===== config.mk =====
export PLATFORM = sky130hd
export DESIGN_NAME = key_scan_16
export DESIGN_NICKNAME = d
export VERILOG_FILES = /design/src/rtl/key_scan_16.sv
export SDC_FILE = /design/constraint.sdc
export NUM_CORES = 1
export LEC_CHECK = 0
export BUFFER_PORTS_ARGS = -buffer_cell sky130_fd_sc_hd__clkbuf_2
export CAP_MARGIN = 20
export CORE_MARGIN = 3
export CORE_UTILIZATION = 62
export DETAILED_ROUTE_END_ITERATION = 6
export PLACE_DENSITY = 0.83
export SYNTH_ARGS = -nofsm -noshare
export SYNTH_HDL_FRONTEND = slang
export SYNTH_SLANG_ARGS = --single-unit

===== constraint.sdc =====
create_clock -name clk -period 4.4 [get_ports clk]
set_clock_uncertainty 0.2 [all_clocks]
set_input_delay 0.88 -clock clk [delete_from_list [all_inputs] [get_ports clk]]
set_output_delay 0.88 -clock clk [all_outputs]
set_load 0.01 [all_outputs]

===== src/rtl/key_scan_16.sv =====
// 16-key matrix scanner: one key strobed per SCAN_DIV-cycle slot, single-key debounce,
// press events out on valid/ready; an event arriving while the output is occupied is dropped and flagged.
module key_scan_16 #(
  parameter int SCAN_DIV = 1000,
  parameter int DB_SCANS = 4
) (
  input  logic       clk,
  input  logic       reset,
  input  logic       en,
  input  logic       key_sense,
  output logic [3:0] scan_idx,
  output logic [3:0] key_code,
  output logic       key_valid,
  input  logic       key_ready,
  output logic       overflow
);

  localparam int TW = $clog2(SCAN_DIV);
  localparam int CW = $clog2(DB_SCANS + 1);
  localparam logic [TW-1:0] TMR_LAST = TW'(SCAN_DIV - 1);
  localparam logic [CW-1:0] CNT_DB   = CW'(DB_SCANS);
  localparam logic [CW-1:0] CNT_ONE  = CW'(1);

  typedef enum logic [1:0] {IDLE, CONFIRM, HELD, RELEASE} state_t;

  logic          sync1_q, sync1_d, sync2_q, sync2_d;
  logic [TW-1:0] tmr_q, tmr_d;
  logic [3:0]    scan_idx_q, scan_idx_d;
  state_t        state_q, state_d;
  logic [CW-1:0] cnt_q, cnt_d;
  logic [3:0]    cap_q, cap_d;
  logic [3:0]    key_code_q, key_code_d;
  logic          key_valid_q, key_valid_d;
  logic          overflow_q, overflow_d;

  logic          ks, sample, hit, emit;
  logic [CW-1:0] cnt_inc;

  always_comb begin
    sync1_d    = key_sense;
    sync2_d    = sync1_q;
    ks         = sync2_q;
    sample     = en && (tmr_q == TMR_LAST);
    hit        = (scan_idx_q == cap_q);
    cnt_inc    = cnt_q + CNT_ONE;
    tmr_d      = tmr_q;
    scan_idx_d = scan_idx_q;
    state_d    = state_q;
    cnt_d      = cnt_q;
    cap_d      = cap_q;
    emit       = 1'b0;

    if (en) begin
      if (tmr_q == TMR_LAST) begin
        tmr_d      = '0;
        scan_idx_d = scan_idx_q + 4'd1;
      end else begin
        tmr_d = tmr_q + TW'(1);
      end
    end

    // Once a key is tracked, samples for every other index are ignored.
    if (sample) begin
      case (state_q)
        IDLE: begin
          if (ks) begin
            cap_d = scan_idx_q;
            cnt_d = CNT_ONE;
            if (DB_SCANS == 1) begin
              emit    = 1'b1;
              state_d = HELD;
            end else begin
              state_d = CONFIRM;
            end
          end
        end
        CONFIRM: begin
          if (hit) begin
            if (ks) begin
              cnt_d = cnt_inc;
              if (cnt_inc == CNT_DB) begin
                emit    = 1'b1;
                state_d = HELD;
              end
            end else begin
              state_d = IDLE;
            end
          end
        end
        HELD: begin
          if (hit && !ks) begin
            cnt_d   = CNT_ONE;
            state_d = (DB_SCANS == 1) ? IDLE : RELEASE;
          end
        end
        RELEASE: begin
          if (hit) begin
            if (!ks) begin
              cnt_d = cnt_inc;
              if (cnt_inc == CNT_DB) state_d = IDLE;
            end else begin
              state_d = HELD;
            end
          end
        end
        default: state_d = IDLE;
      endcase
    end

    key_code_d  = key_code_q;
    key_valid_d = key_valid_q;
    overflow_d  = 1'b0;
    if (emit) begin
      if (key_valid_q && !key_ready) begin
        overflow_d = 1'b1;
      end else begin
        key_code_d  = cap_d;
        key_valid_d = 1'b1;
      end
    end else if (key_valid_q && key_ready) begin
      key_valid_d = 1'b0;
    end
  end

  always_ff @(posedge clk or posedge reset) begin
    if (reset) begin
      sync1_q     <= 1'b0;
      sync2_q     <= 1'b0;
      tmr_q       <= '0;
      scan_idx_q  <= 4'd0;
      state_q     <= IDLE;
      cnt_q       <= '0;
      cap_q       <= 4'd0;
      key_code_q  <= 4'd0;
      key_valid_q <= 1'b0;
      overflow_q  <= 1'b0;
    end else begin
      sync1_q     <= sync1_d;
      sync2_q     <= sync2_d;
      tmr_q       <= tmr_d;
      scan_idx_q  <= scan_idx_d;
      state_q     <= state_d;
      cnt_q       <= cnt_d;
      cap_q       <= cap_d;
      key_code_q  <= key_code_d;
      key_valid_q <= key_valid_d;
      overflow_q  <= overflow_d;
    end
  end

  assign scan_idx  = scan_idx_q;
  assign key_code  = key_code_q;
  assign key_valid = key_valid_q;
  assign overflow  = overflow_q;

endmodule


==> run summary, run 1 <==
The flow ran to the end, and the final reports show no timing, DRC or antenna violations. Setup repair after global routing left no endpoint under its margin. STA classifies the critical path startpoint as an input pin. For the tightest slew margin relative to the limit, the log shows 0.784.

The fraction of the mapped netlist area in adder cells was 0.0329. Final routed DRC violation total: 0. In this run the critical register-to-register path is captured at key_code[2]$_DFFE_PP0P_.

The required arrival time at the worst endpoint was 4.42 ns. By count the netlist is led by 31 x sky130_fd_sc_hd__dfrtp_1, 12 x sky130_fd_sc_hd__nand2_1, 9 x sky130_fd_sc_hd__xnor2_1. In this run the static leakage power is 0.000822 uW. The detailed router finished its first iteration with 18 violations.

Prior to clock tree synthesis, the placed netlist has a worst setup slack of 1.51 ns. Wire length per cell: 16.0 um. After routing, the total negative slack on setup checks comes to 0 ns. The clock period could shrink to 2.56 ns. The starting density of the core is 0.669, and the worst hold path depth is 0.

The tightest hold path in the finished design has a slack of 0.163 ns. The share of the yosys chip area belonging to registers was 0.509; the source-to-sink clock delay at the later pin of the worst-skew pair was 0.33 ns. For this run the aggregate overflow at the end of global routing stands at 0. Walking the worst path, the cells encountered are clkbuf_2 -> and4_1 -> nand3_4 -> or4_1 -> mux2_4. Capturing element type of the critical path: a register. For the worst flop-to-flop path, the logic depth is 5. The worst hold path terminates at ks$_DFF_PP0_. The count of cells resized by post-cts repair is 0, and the wire length after detailed routing is 2870 um. Power spread over the standard cell area amounts to 410 nW/um^2. After clock tree synthesis, the clock-pin slew on the worst setup and hold paths is 0.10 ns. The number of vias per cell is 5.95, and the relative area change from synthesis to final layout is 14.0%.

By area the synthesized netlist is led by sky130_fd_sc_hd__dfrtp_1 51%, sky130_fd_sc_hd__mux2_2 5.2%, sky130_fd_sc_hd__xnor2_1 5.2%, sky130_fd_sc_hd__mux2_4 3.9%, sky130_fd_sc_hd__ha_1 3.3%. The class of the most critical hold timing path is reg2reg. The clock buffer count from CTS was 5.

The run gives 1.90 ns as the register-to-register setup slack. The synthesized-area fraction occupied by xor and xnor cells was 0.0748; the final-report setup violation count was 0. The wire-length estimate of the detail-placed layout is 2080 um. The register bit count reported by yosys is 31. The run gives 2 as the buffer depth of the longest clock path.

First-pass GRT wire length: 4910 um. The total clock sinks is 31. The clock tree synthesis step divided the H-tree into 2 levels. For the pin with the worst max-slew slack, the measured transition is 0.321 ns. The number of iterations in the first detailed-routing pass is 4. In this run the remaining antenna-violating nets after routing total 0. The largest family of logic cells by synthesized area is simple AND/OR/NAND/NOR gates. The run gives 1087 as the via count of the first global-routing pass. Cell type of the slowest stage on the worst timing path: sky130_fd_sc_hd__or4_1.

The fraction of registers with async set/reset works out to 1.00. The die extent in x is 55.6 um. The net count reported at finish was 160. The logs give 148 for the number of filler cells placed in the layout and 15 for the total I/O pin count.

Across all setup checks in the final design, the least slack found is 1.84 ns. The tools report the launch point of the worst hold path as sync1_q$_DFF_PP0_. Area of the multi-input gates: 703 um^2. Data on the critical path arrives at its endpoint at 2.58 ns. The multiplexer share of the synthesized area came out at 0.0978.

Count of buffers inserted at the top-level ports: 14. In this run the critical register-to-register path is launched from tmr_q[0]$_DFFE_PP0P_. The post-synthesis compound-gate area fraction came out at 0.0781. sky130_fd_sc_hd__dfrtp_1 takes more of the synthesized area than any other cell. The final route contains 1071 vias. The number of flops mapped to enable cells by yosys is 0, and the post-synthesis instance area is 1520 um^2. The run gives 0 as the total count of max-transition violations in the final report. 0 antenna diodes ended up in the layout. For this run, the top clock speed supported by timing is 0.391 GHz. Hold repair after CTS inserted 0 buffers. TritonCTS built the clock tree.

The net count after synthesis was 142; the height of the die was 55.6 um. The share of layout cells above drive strength 1 is 0.243, and the total design power is 712 uW. Share of the synthesized area in the top cell type: 0.509.

Synthesis handed over a netlist of 133 instances. The critical path is of the in2reg type. The total routing resource utilization after global routing is 0.206, and the number of antenna violations at the first check in global routing is 0. The final non-filler cell area was 1740 um^2. The most used flip-flop cell after synthesis is sky130_fd_sc_hd__dfrtp_1.

For the number of warning messages in the yosys log, the log shows 0. Final clock period utilization by the worst path: 0.581. Max-cap violations in this run came to 0.

The logs give 0 for the number of endpoints with negative hold slack in the final report and 32 for the maximum number of pins on one net before global-route repair. Post-CTS timing repair inserted 0 buffers for setup. In this run the standard cell core region covers 2280 um^2. The average footprint of a synthesized cell was 11.4 um^2; the area enclosed by the die boundary was 3090 um^2.

The critical-path maximum fanout was 8. In this run the cell area measured after placement is 1600 um^2. The netlist uses 40 different library cells. In this run the core area contains 17 standard-cell rows. On the worst path, the slowest cell contributes a delay of 0.70 ns. Across the VDD grid, the largest voltage drop is 0.473 mV.

The area used by sequential logic in the layout came out at 776 um^2. The simple-gate area share of the yosys netlist is 0.178, and the global placer's final weighted congestion is 0.802. Among all cell types in the netlist, the one instantiated most often is sky130_fd_sc_hd__dfrtp_1. The clock tree root buffer cell was sky130_fd_sc_hd__clkbuf_4.
==> kinds of logic after synthesis <==
logic type	Yosys count
AOI/OAI and AO/OA	18
xor gates and xnor gates	13
adders and majority gates	4
buffers and inverters	9
DFF	31
muxes	12
and+or+nand+nor	46
==> through the flow <==
stage | utilization | cells
after floorplan | - | 133
after global placement | 0.704 | 171
after detailed placement | 0.704 | 171
after CTS | 0.750 | 179
after global routing | 0.763 | 180
final | 0.763 | 180
==> routing by layer <==
layer,global-route usage,routed length (um)
met2,0.350,1510
met4,0.0590,23
met1,0.245,1240
met3,0.0724,109
met5,0,0
==> layout make-up <==
type                    instances  share of cell area
clock buffers                   5              0.0216
clock inverters                 3              0.0389
inverters                       5              0.0108
multi-input cells              93               0.405
flip-flops and latches         31               0.447
well taps                      28              0.0202
repair buffers                 15              0.0562
==> flip-flops by register name (all words and copies together) (netlist names), named ones only <==
| register | count |
|---|---|
| key_code | 4 |
| tmr_q | 10 |
| ks | 1 |
| sync1_q | 1 |
| key_valid | 1 |
| state_q | 1 |
| cnt_q | 3 |
| cap_q | 4 |
| overflow | 1 |
| scan_idx | 4 |
==> placed cells by master, fill, tap and decap left out, drive strengths merged, types with 3 or more instances in the layout <==
master,n
inv,5
clkbuf,19
nand3,7
nor2,4
nand2,12
o21ai,7
dfrtp,31
nand4,4
xnor2,9
xor2,4
ha,4
nor3,3
mux2,11
==> worst max-delay path: cells and delay by family <==
family	cells	cell delay (ns)
and+or+nand+nor	3	1.20
muxes	1	0.35
buffers and inverters	1	0.14
==> how the worst max path moves through the flow <==
| stage | from | end | slack, ns | cells past startpoint |
|---|---|---|---|---|
| floorplan | en | key_code[0]$_DFFE_PP0P_ | 1.85 | 6 |
| global placement | en | key_code[0]$_DFFE_PP0P_ | 1.55 | 5 |
| detailed placement | en | key_code[1]$_DFFE_PP0P_ | 1.51 | 5 |
| CTS | en | key_code[0]$_DFFE_PP0P_ | 1.87 | 5 |
| global route | tmr_q[0]$_DFFE_PP0P_ | key_code[0]$_DFFE_PP0P_ | 1.80 | 5 |
| finish | en | key_code[2]$_DFFE_PP0P_ | 1.84 | 5 |
==> where the power goes <==
part | internal [uW] | switching (uW)
Sequential | 314 | 42.8
Clock | 177 | 102
Combinational | 36.9 | 40.3
Total | 527 | 185
No activity file was read; power rests on OpenSTA's default activity.
==> inputs of run 2 (changes only) <==
--- a/config.mk
+++ b/config.mk
@@ -7,10 +7,11 @@
 export LEC_CHECK = 0
 export BUFFER_PORTS_ARGS = -buffer_cell sky130_fd_sc_hd__clkbuf_2
 export CAP_MARGIN = 20
+export CORE_ASPECT_RATIO = 0.5
 export CORE_MARGIN = 3
-export CORE_UTILIZATION = 62
+export CORE_UTILIZATION = 57
 export DETAILED_ROUTE_END_ITERATION = 6
-export PLACE_DENSITY = 0.83
+export PLACE_DENSITY = 0.77
 export SYNTH_ARGS = -nofsm -noshare
 export SYNTH_HDL_FRONTEND = slang
 export SYNTH_SLANG_ARGS = --single-unit
==> constraint.sdc (replaced) <==
create_clock -name clk -period 2.4 [get_ports clk]
set_clock_uncertainty 0.2 [all_clocks]
set_input_delay 0.48 -clock clk [delete_from_list [all_inputs] [get_ports clk]]
set_output_delay 0.48 -clock clk [all_outputs]
set_load 0.01 [all_outputs]
==> run 2 against run 1 <==
Compared with the run above: total power is 70% higher; die area is 9.0% higher; sequential cell count stayed put; register-to-register slack worse by 1.8 ns; cell area is 1.2% higher; final cell count is 7.8% higher; setup slack worse by 1.7 ns; clock power is 42% higher; sequential power is 82% higher; first-iteration DRC count is 120% higher; core utilization is 2.2 points lower; count of clock-buffer cells in the layout is 2 higher.
==> run summary, run 2 (synthesis gave the netlist of run 1 again) <==
The delay of the slowest cell on the worst path was 0.39 ns (-0.31 ns). For the wire length after detailed routing, the log shows 2950 um (+2.7%). The library cells used most frequently in the layout, excluding fill and tap cells, are 31 x sky130_fd_sc_hd__dfrtp_1, 14 x sky130_fd_sc_hd__clkbuf_2, 12 x sky130_fd_sc_hd__nand2_1.

The final clock period utilization by the worst path is 0.938. The final antenna-violating net count was 0 (unchanged); the required arrival time at the worst endpoint was 2.37 ns (-2.05 ns). Most common cell after layout, fill and taps aside: sky130_fd_sc_hd__dfrtp_1.

The number of antenna repair diodes was 0 (unchanged); the cell depth of the worst flop-to-flop path was 6 (+1). For the total congestion overflow after global routing, the log shows 0 (unchanged). The flow ran to the end, and the final reports show no timing, DRC or antenna violations.

The run gives 0.324 (-0.0252) as the fraction of met2 tracks used by global routing. For the met3 track utilization from global routing, the log shows 0.0708 (-0.00161). For the final routed DRC violation total, the log shows 0 (unchanged).

The setup TNS after final layout was 0 ns (unchanged); the die extent in x was 79.1 um (+42%). The maximum level of the CTS H-tree is 2 (unchanged), and the total count of max-transition violations in the final report is 0 (unchanged). The number of iterations in the first detailed-routing pass was 4 (unchanged); the estimated wirelength of the detail-placed design was 2130 um (+2.7%). Buffer depth of the longest clock path: 2 (unchanged). TritonCTS built the clock tree. The register with the highest flop count is tmr_q. The final-report setup violation count came out at 0 (unchanged). Count of buffers inserted at the top-level ports: 14 (unchanged).

The logs give 3370 um^2 (+9.0%) for the area enclosed by the die boundary and 0.444 GHz for the maximum clock frequency. Number of filler cells placed in the layout: 195 (+32%). The number of vias per cell was 5.56 (-6.5%); the tightest slew margin relative to the limit was 0.743 (-0.0413).

The logs give 0.0418 ns (-0.122 ns) for the tightest hold margin and 0 (unchanged) for the number of maximum-capacitance constraint violations. The height of the die was 42.5 um (-23%). The data arrival time at the worst-slack endpoint was 2.22 ns (-0.36 ns). The total number of cells along the worst setup path works out to 6 (+1). The critical-path maximum fanout was 5 (-3); the net count reported at finish was 167 (+4.4%). The first-pass GRT wire length came out at 5120 um (+4.4%). The tools report the starting density of the core as 0.642 (-0.0272). The run gives 5 (unchanged) as the clock buffer count from CTS. Setup repair after global routing left no endpoint under its margin. The run gives 0.205 (-0.000828) as the total routing resource utilization after global routing. Critical path's top delay family: multiplexers.

Total vias in the final route: 1079 (+0.75%). The number of buffers and inverters on the critical path was 1 (unchanged). The tools report the maximum number of pins on one net before global-route repair as 32 (unchanged). The tools report the initial DRC count as 40 (+22). The worst setup path is of the reg2reg kind. The highest-utilization routing layer at the global route stage is met2.

The tools report the source-to-sink clock delay at the later pin of the worst-skew pair as 0.28 ns (-0.05 ns). The run gives 0.000842 uW (+2.5%) as the total leakage power. The wire length per cell is 15.2 um (-4.7%).

The placeable core area was 2370 um^2 (+4.2%); the number of flip-flops in the largest register was 10 (unchanged). The clock tree root buffer cell was sky130_fd_sc_hd__clkbuf_8. The total I/O pin count is 15 (unchanged). The count of hold-fix buffers inserted at cts is 0 (unchanged), and the shortest clock period the worst path allows after layout is 2.25 ns. The clock input transition at the sequential cells of the worst setup and hold paths was 0.06 ns (-0.04 ns); the met1 usage was 0.259 (+0.0132). Cell area power density: 690 nW/um^2 (+68%).

The worst hold path belongs to the class in2async. The capturing element type of the critical path is a register. The global placer's final weighted congestion was 0.818 (+2.1%).

The number of rows in the core area is 12 (-5). The maximum VDD drop was 0.496 mV (+4.9%); the number of endpoints with negative hold slack in the final report was 0 (unchanged). The worst setup path is launched from a register. Via count of the first global-routing pass: 1084 (-0.28%). The cell type of the slowest stage on the worst timing path was sky130_fd_sc_hd__dfrtp_1. The run gives 0 (unchanged) as the number of antenna violations at the first check in global routing. The total clock sinks came out at 31 (unchanged).

The area growth from synthesis to layout is 15.4%. The signal on the critical path passes through ha_1 -> and4_1 -> buf_4 -> nand4_1 -> mux2_2 -> mux2_4. The register-to-register setup slack is 0.15 ns (-1.75 ns), and the slew of the pin with the lowest slew margin is 0.386 ns (+0.0644 ns). The share of layout cells above drive strength 1 is 0.270 (+0.0270).
-- run 2: per-stage QoR --
step           power [uW]  worst slack [ns]  instances  instance area (um^2)  utilization
2_1_floorplan         766             0.147        133                  1520            -
3_3_place_gp          805             0.190        186                  1670        0.705
3_5_place_dp          828            0.0867        186                  1670        0.705
5_1_grt              1280            0.0216        194                  1760        0.741
4_1_cts              1220            0.0743        194                  1750        0.739
6_report             1210             0.149        194                  1760        0.741
-- run 2: power by group --
part,internal [uW],leakage [uW],switching (uW)
combinational,77.6,0.000393,94.4
sequential,576,0.000407,70.5
clock,203,0.0000422,191
total,857,0.000842,356
-- run 2: layout make-up --
| type | instances | area [um^2] | area share |
|---|---|---|---|
| clock inverters | 1 | 5.00 | 0.00285 |
| repair buffers | 22 | 130 | 0.0741 |
| clock buffers | 7 | 76.3 | 0.0434 |
| multi-input cells | 93 | 707 | 0.402 |
| well taps | 35 | 43.8 | 0.0249 |
| flip-flops and latches | 31 | 776 | 0.442 |
| inverters | 5 | 18.8 | 0.0107 |
-- run 2: worst min-delay path, stage by stage --
cell and delay [ns]:
sky130_fd_sc_hd__clkbuf_2 0.08, sky130_fd_sc_hd__inv_1 0.04, sky130_fd_sc_hd__buf_4 0.35
-- run 2: timing repair --
item,CTS,global route
setup buffers,0,0
gates resized for setup,0,1
endpoints found under the setup margin,0,4
-- run 2: path summary, 6_finish.rpt --
| kind | from | end |
|---|---|---|
| max | tmr_q[0]$_DFFE_PP0P_ | key_code[2]$_DFFE_PP0P_ |
| min | reset | key_code[2]$_DFFE_PP0P_ |
| max reg2reg | tmr_q[0]$_DFFE_PP0P_ | key_code[2]$_DFFE_PP0P_ |
| min reg2reg | sync1_q$_DFF_PP0_ | ks$_DFF_PP0_ |
| max in group asynchronous | reset | tmr_q[9]$_DFFE_PP0P_ |
| min in group clk | key_sense | sync1_q$_DFF_PP0_ |
-- run 2: layer usage --
metal / wire length, um / up-vias
met2: 1370 / 12
met1: 1430 / 536
met5: 0 / -
li1: - / 524
met3: 96 / 7
met4: 52 / 0
==> inputs of run 3 (changes only) <==
--- a/config.mk
+++ b/config.mk
@@ -9,9 +9,9 @@
 export CAP_MARGIN = 20
 export CORE_ASPECT_RATIO = 0.5
 export CORE_MARGIN = 3
-export CORE_UTILIZATION = 57
+export CORE_UTILIZATION = 52
 export DETAILED_ROUTE_END_ITERATION = 6
-export PLACE_DENSITY = 0.77
+export PLACE_DENSITY = 0.75
 export SYNTH_ARGS = -nofsm -noshare
 export SYNTH_HDL_FRONTEND = slang
 export SYNTH_SLANG_ARGS = --single-unit
==> constraint.sdc (replaced) <==
create_clock -name clk -period 2 [get_ports clk]
set_clock_uncertainty 0.2 [all_clocks]
set_input_delay 0.4 -clock clk [delete_from_list [all_inputs] [get_ports clk]]
set_output_delay 0.4 -clock clk [all_outputs]
set_load 0.1 [all_outputs]
==> run 3 against run 2 <==
Compared with the run above: the flow now finishes with violations (negative setup slack); total power is 28% higher; routed wire length is 24% higher; sequential cell count did not move; core utilization rose by 3.9 points; die area increased by 8.6%; critical path depth fell by 1; critical path type unchanged; cell area grew 19%; non-clock buffer count increased by 30; fmax increased by 8.7%; worst hold slack got worse by 0.026 ns; sequential share of layout area fell by 6.3 points; final cell count up 16%.
==> run summary, run 3 (synthesis gave the netlist of run 1 again) <==
The final routed DRC violation total is 0 (unchanged). The worst setup path is launched from a register. The critical-path maximum fanout came out at 4 (-1). The final reports fail on negative setup slack. The final non-filler cell area is 2090 um^2 (+19%).

For the total count of max-transition violations in the final report, the log shows 0 (unchanged). The required arrival time at the worst endpoint was 1.97 ns (-0.40 ns). The tools report the final core utilization as 0.779 (+0.0385).

Most common cell after layout, fill and taps aside: sky130_fd_sc_hd__buf_4. The share of layout cells above drive strength 1 works out to 0.455 (+0.185). The logs give 5600 um (+9.3%) for the first-pass GRT wire length and 31 (unchanged) for the total clock sinks. The tools report the setup TNS after final layout as -0.253 ns (-0.253 ns). The number of antenna violations at the first check in global routing came out at 0 (unchanged). More flip-flops sit in one register than any other, and that register is tmr_q. Starting density of the core: 0.567 (-0.0745). The tools report the clock buffer count from CTS as 5 (unchanged).

The clock input transition at the sequential cells of the worst setup and hold paths was 0.07 ns (about the same); the final clock period utilization by the worst path was 1.04 (+0.0978). The logs give 0 (unchanged) for the final antenna-violating net count and 0.483 GHz (+8.7%) for the maximum clock frequency. The logs give 2.04 ns (-0.18 ns) for the data arrival time at the worst-slack endpoint and 15 (unchanged) for the total I/O pin count. Count of buffers inserted at the top-level ports: 14 (unchanged).

The initial DRC count is 62 (+55%). Relative area change from synthesis to final layout: 37.3%. In this run the worst hold path is classified as in2reg. The number of flip-flops in the largest register was 10 (unchanged). TritonCTS built the clock tree.

Cell area power density: 742 nW/um^2 (+7.5%). Setup repair after global routing could not meet its margin everywhere. The run finished, with violations left. Total leakage power: 0.000994 uW (+18%). The tools report the global placer's final weighted congestion as 0.774 (-5.4%).

The post-place instance area is 1900 um^2 (+14%), and the net count reported at finish is 197 (+18%). The estimated wirelength of the detail-placed design was 2390 um (+12%); the area enclosed by the die boundary was 3650 um^2 (+8.6%). The total congestion overflow after global routing was 0 (unchanged). The post-layout worst setup margin is -0.0712 ns (-0.220 ns).

The via count of the first global-routing pass came out at 1226 (+13%). STA classifies the critical path endpoint as a register. Clock tree root buffer cell: sky130_fd_sc_hd__clkbuf_8. The wire length per cell was 16.2 um (+6.7%). The die extent in x was 82.5 um (+4.3%); the tightest slew margin relative to the limit was 0.640 (-0.102).

The source-to-sink clock delay at the later pin of the worst-skew pair was 0.29 ns (about the same); the shortest clock period the worst path allows after layout was 2.07 ns (-0.180 ns). The height of the die came out at 44.3 um (+4.0%). The tools report the maximum number of pins on one net before global-route repair as 32 (unchanged).

The number of vias per cell is 5.38 (-3.2%). The logs give 2 (unchanged) for the maximum level of the CTS H-tree and 2 (unchanged) for the buffer depth of the longest clock path. The number of iterations in the first detailed-routing pass is 4 (unchanged). The tools report the total vias in the final route as 1217 (+13%). The slew of the pin with the lowest slew margin was 0.542 ns (+0.156 ns). The run gives 0 (unchanged) as the number of antenna repair diodes. The wire length after detailed routing is 3670 um (+24%), and the maximum VDD drop is 0.748 mV (+51%).

The logs give 2680 um^2 (+13%) for the placeable core area and 0 (unchanged) for the number of endpoints with negative hold slack in the final report. The number of maximum-capacitance constraint violations is 0 (unchanged), and the total routing resource utilization after global routing is 0.216 (+0.0107). The number of filler cells placed in the layout was 173 (-11%).

The number of rows in the core area came out at 13 (+1). The post-placement setup slack is -0.150 ns (-0.236 ns), and the final-report setup violation count is 5 (+5). Leaving out fill and tap cells, the most frequent cells in the layout are 36 x sky130_fd_sc_hd__buf_4, 26 x sky130_fd_sc_hd__dfrtp_1, 13 x sky130_fd_sc_hd__clkbuf_2. Critical path class: reg2reg.
==> run 3: power by group <==
part           internal (uW)  total [uW]  leakage (uW)  switching, uW
combinational            168         328      0.000556            160
clock                    247         485     0.0000395            238
sequential               691         737      0.000398           46.3
total                   1110        1550      0.000994            445
==> run 3: cell type report <==
cell class	instances	area (um^2)	area share
tap	37	46.3	0.0221
multi-input combinational	93	786	0.376
clock buffer	8	80.1	0.0383
sequential	31	792	0.379
inverter	5	18.8	0.00898
timing repair buffer	52	368	0.176
==> run 3: critical path, stage by stage (launching register included) <==
cell	delay (ns)
sky130_fd_sc_hd__dfrtp_1	0.35
sky130_fd_sc_hd__ha_2	0.18
sky130_fd_sc_hd__and4_4	0.23
sky130_fd_sc_hd__nand3_4	0.08
sky130_fd_sc_hd__or4_4	0.59
sky130_fd_sc_hd__mux2_4	0.33
==> run 3: repair_timing <==
item,4_1_cts,5_1_grt
hold buffers,1,0
resized for setup,5,6
buffers inserted,2,5
endpoints found under the hold margin,31,0
gates cloned,0,0
pin swaps,6,6
endpoints found under the setup margin,6,8
==> run 3: metal layers <==
metal  GRT usage  wire, um  up-vias  share of wire
met3      0.0752       159        9          0.043
met4      0.0879        77        0          0.021
met2       0.363      1820       23           0.49
met5           0         0        -              0
li1            -         -      584              -
met1       0.256      1620      601           0.44
==> run 3: final timing paths <==
check	startpoint	to	slack, ns	cells past startpoint
min in group asynchronous	reset	key_code[2]$_DFFE_PP0P_	0.56	4
max in group asynchronous	reset	scan_idx[2]$_DFFE_PP0P_	0.71	4
max	tmr_q[1]$_DFFE_PP0P_	key_code[3]$_DFFE_PP0P_	-0.07	5
min	key_sense	sync1_q$_DFF_PP0_	0.02	1
min reg2reg	sync1_q$_DFF_PP0_	ks$_DFF_PP0_	0.17	0
max reg2reg	tmr_q[1]$_DFFE_PP0P_	key_code[3]$_DFFE_PP0P_	-0.07	5
==> run 3: metrics by stage <==
step           hold slack (ns)  cells  power (uW)
6_report                0.0159    226        1550
5_1_grt                 0.0173    226        1640
4_1_cts                 0.0141    221        1550
3_5_place_dp             0.160    211        1070
3_3_place_gp             0.134    211        1060
2_1_floorplan            0.131    133         922
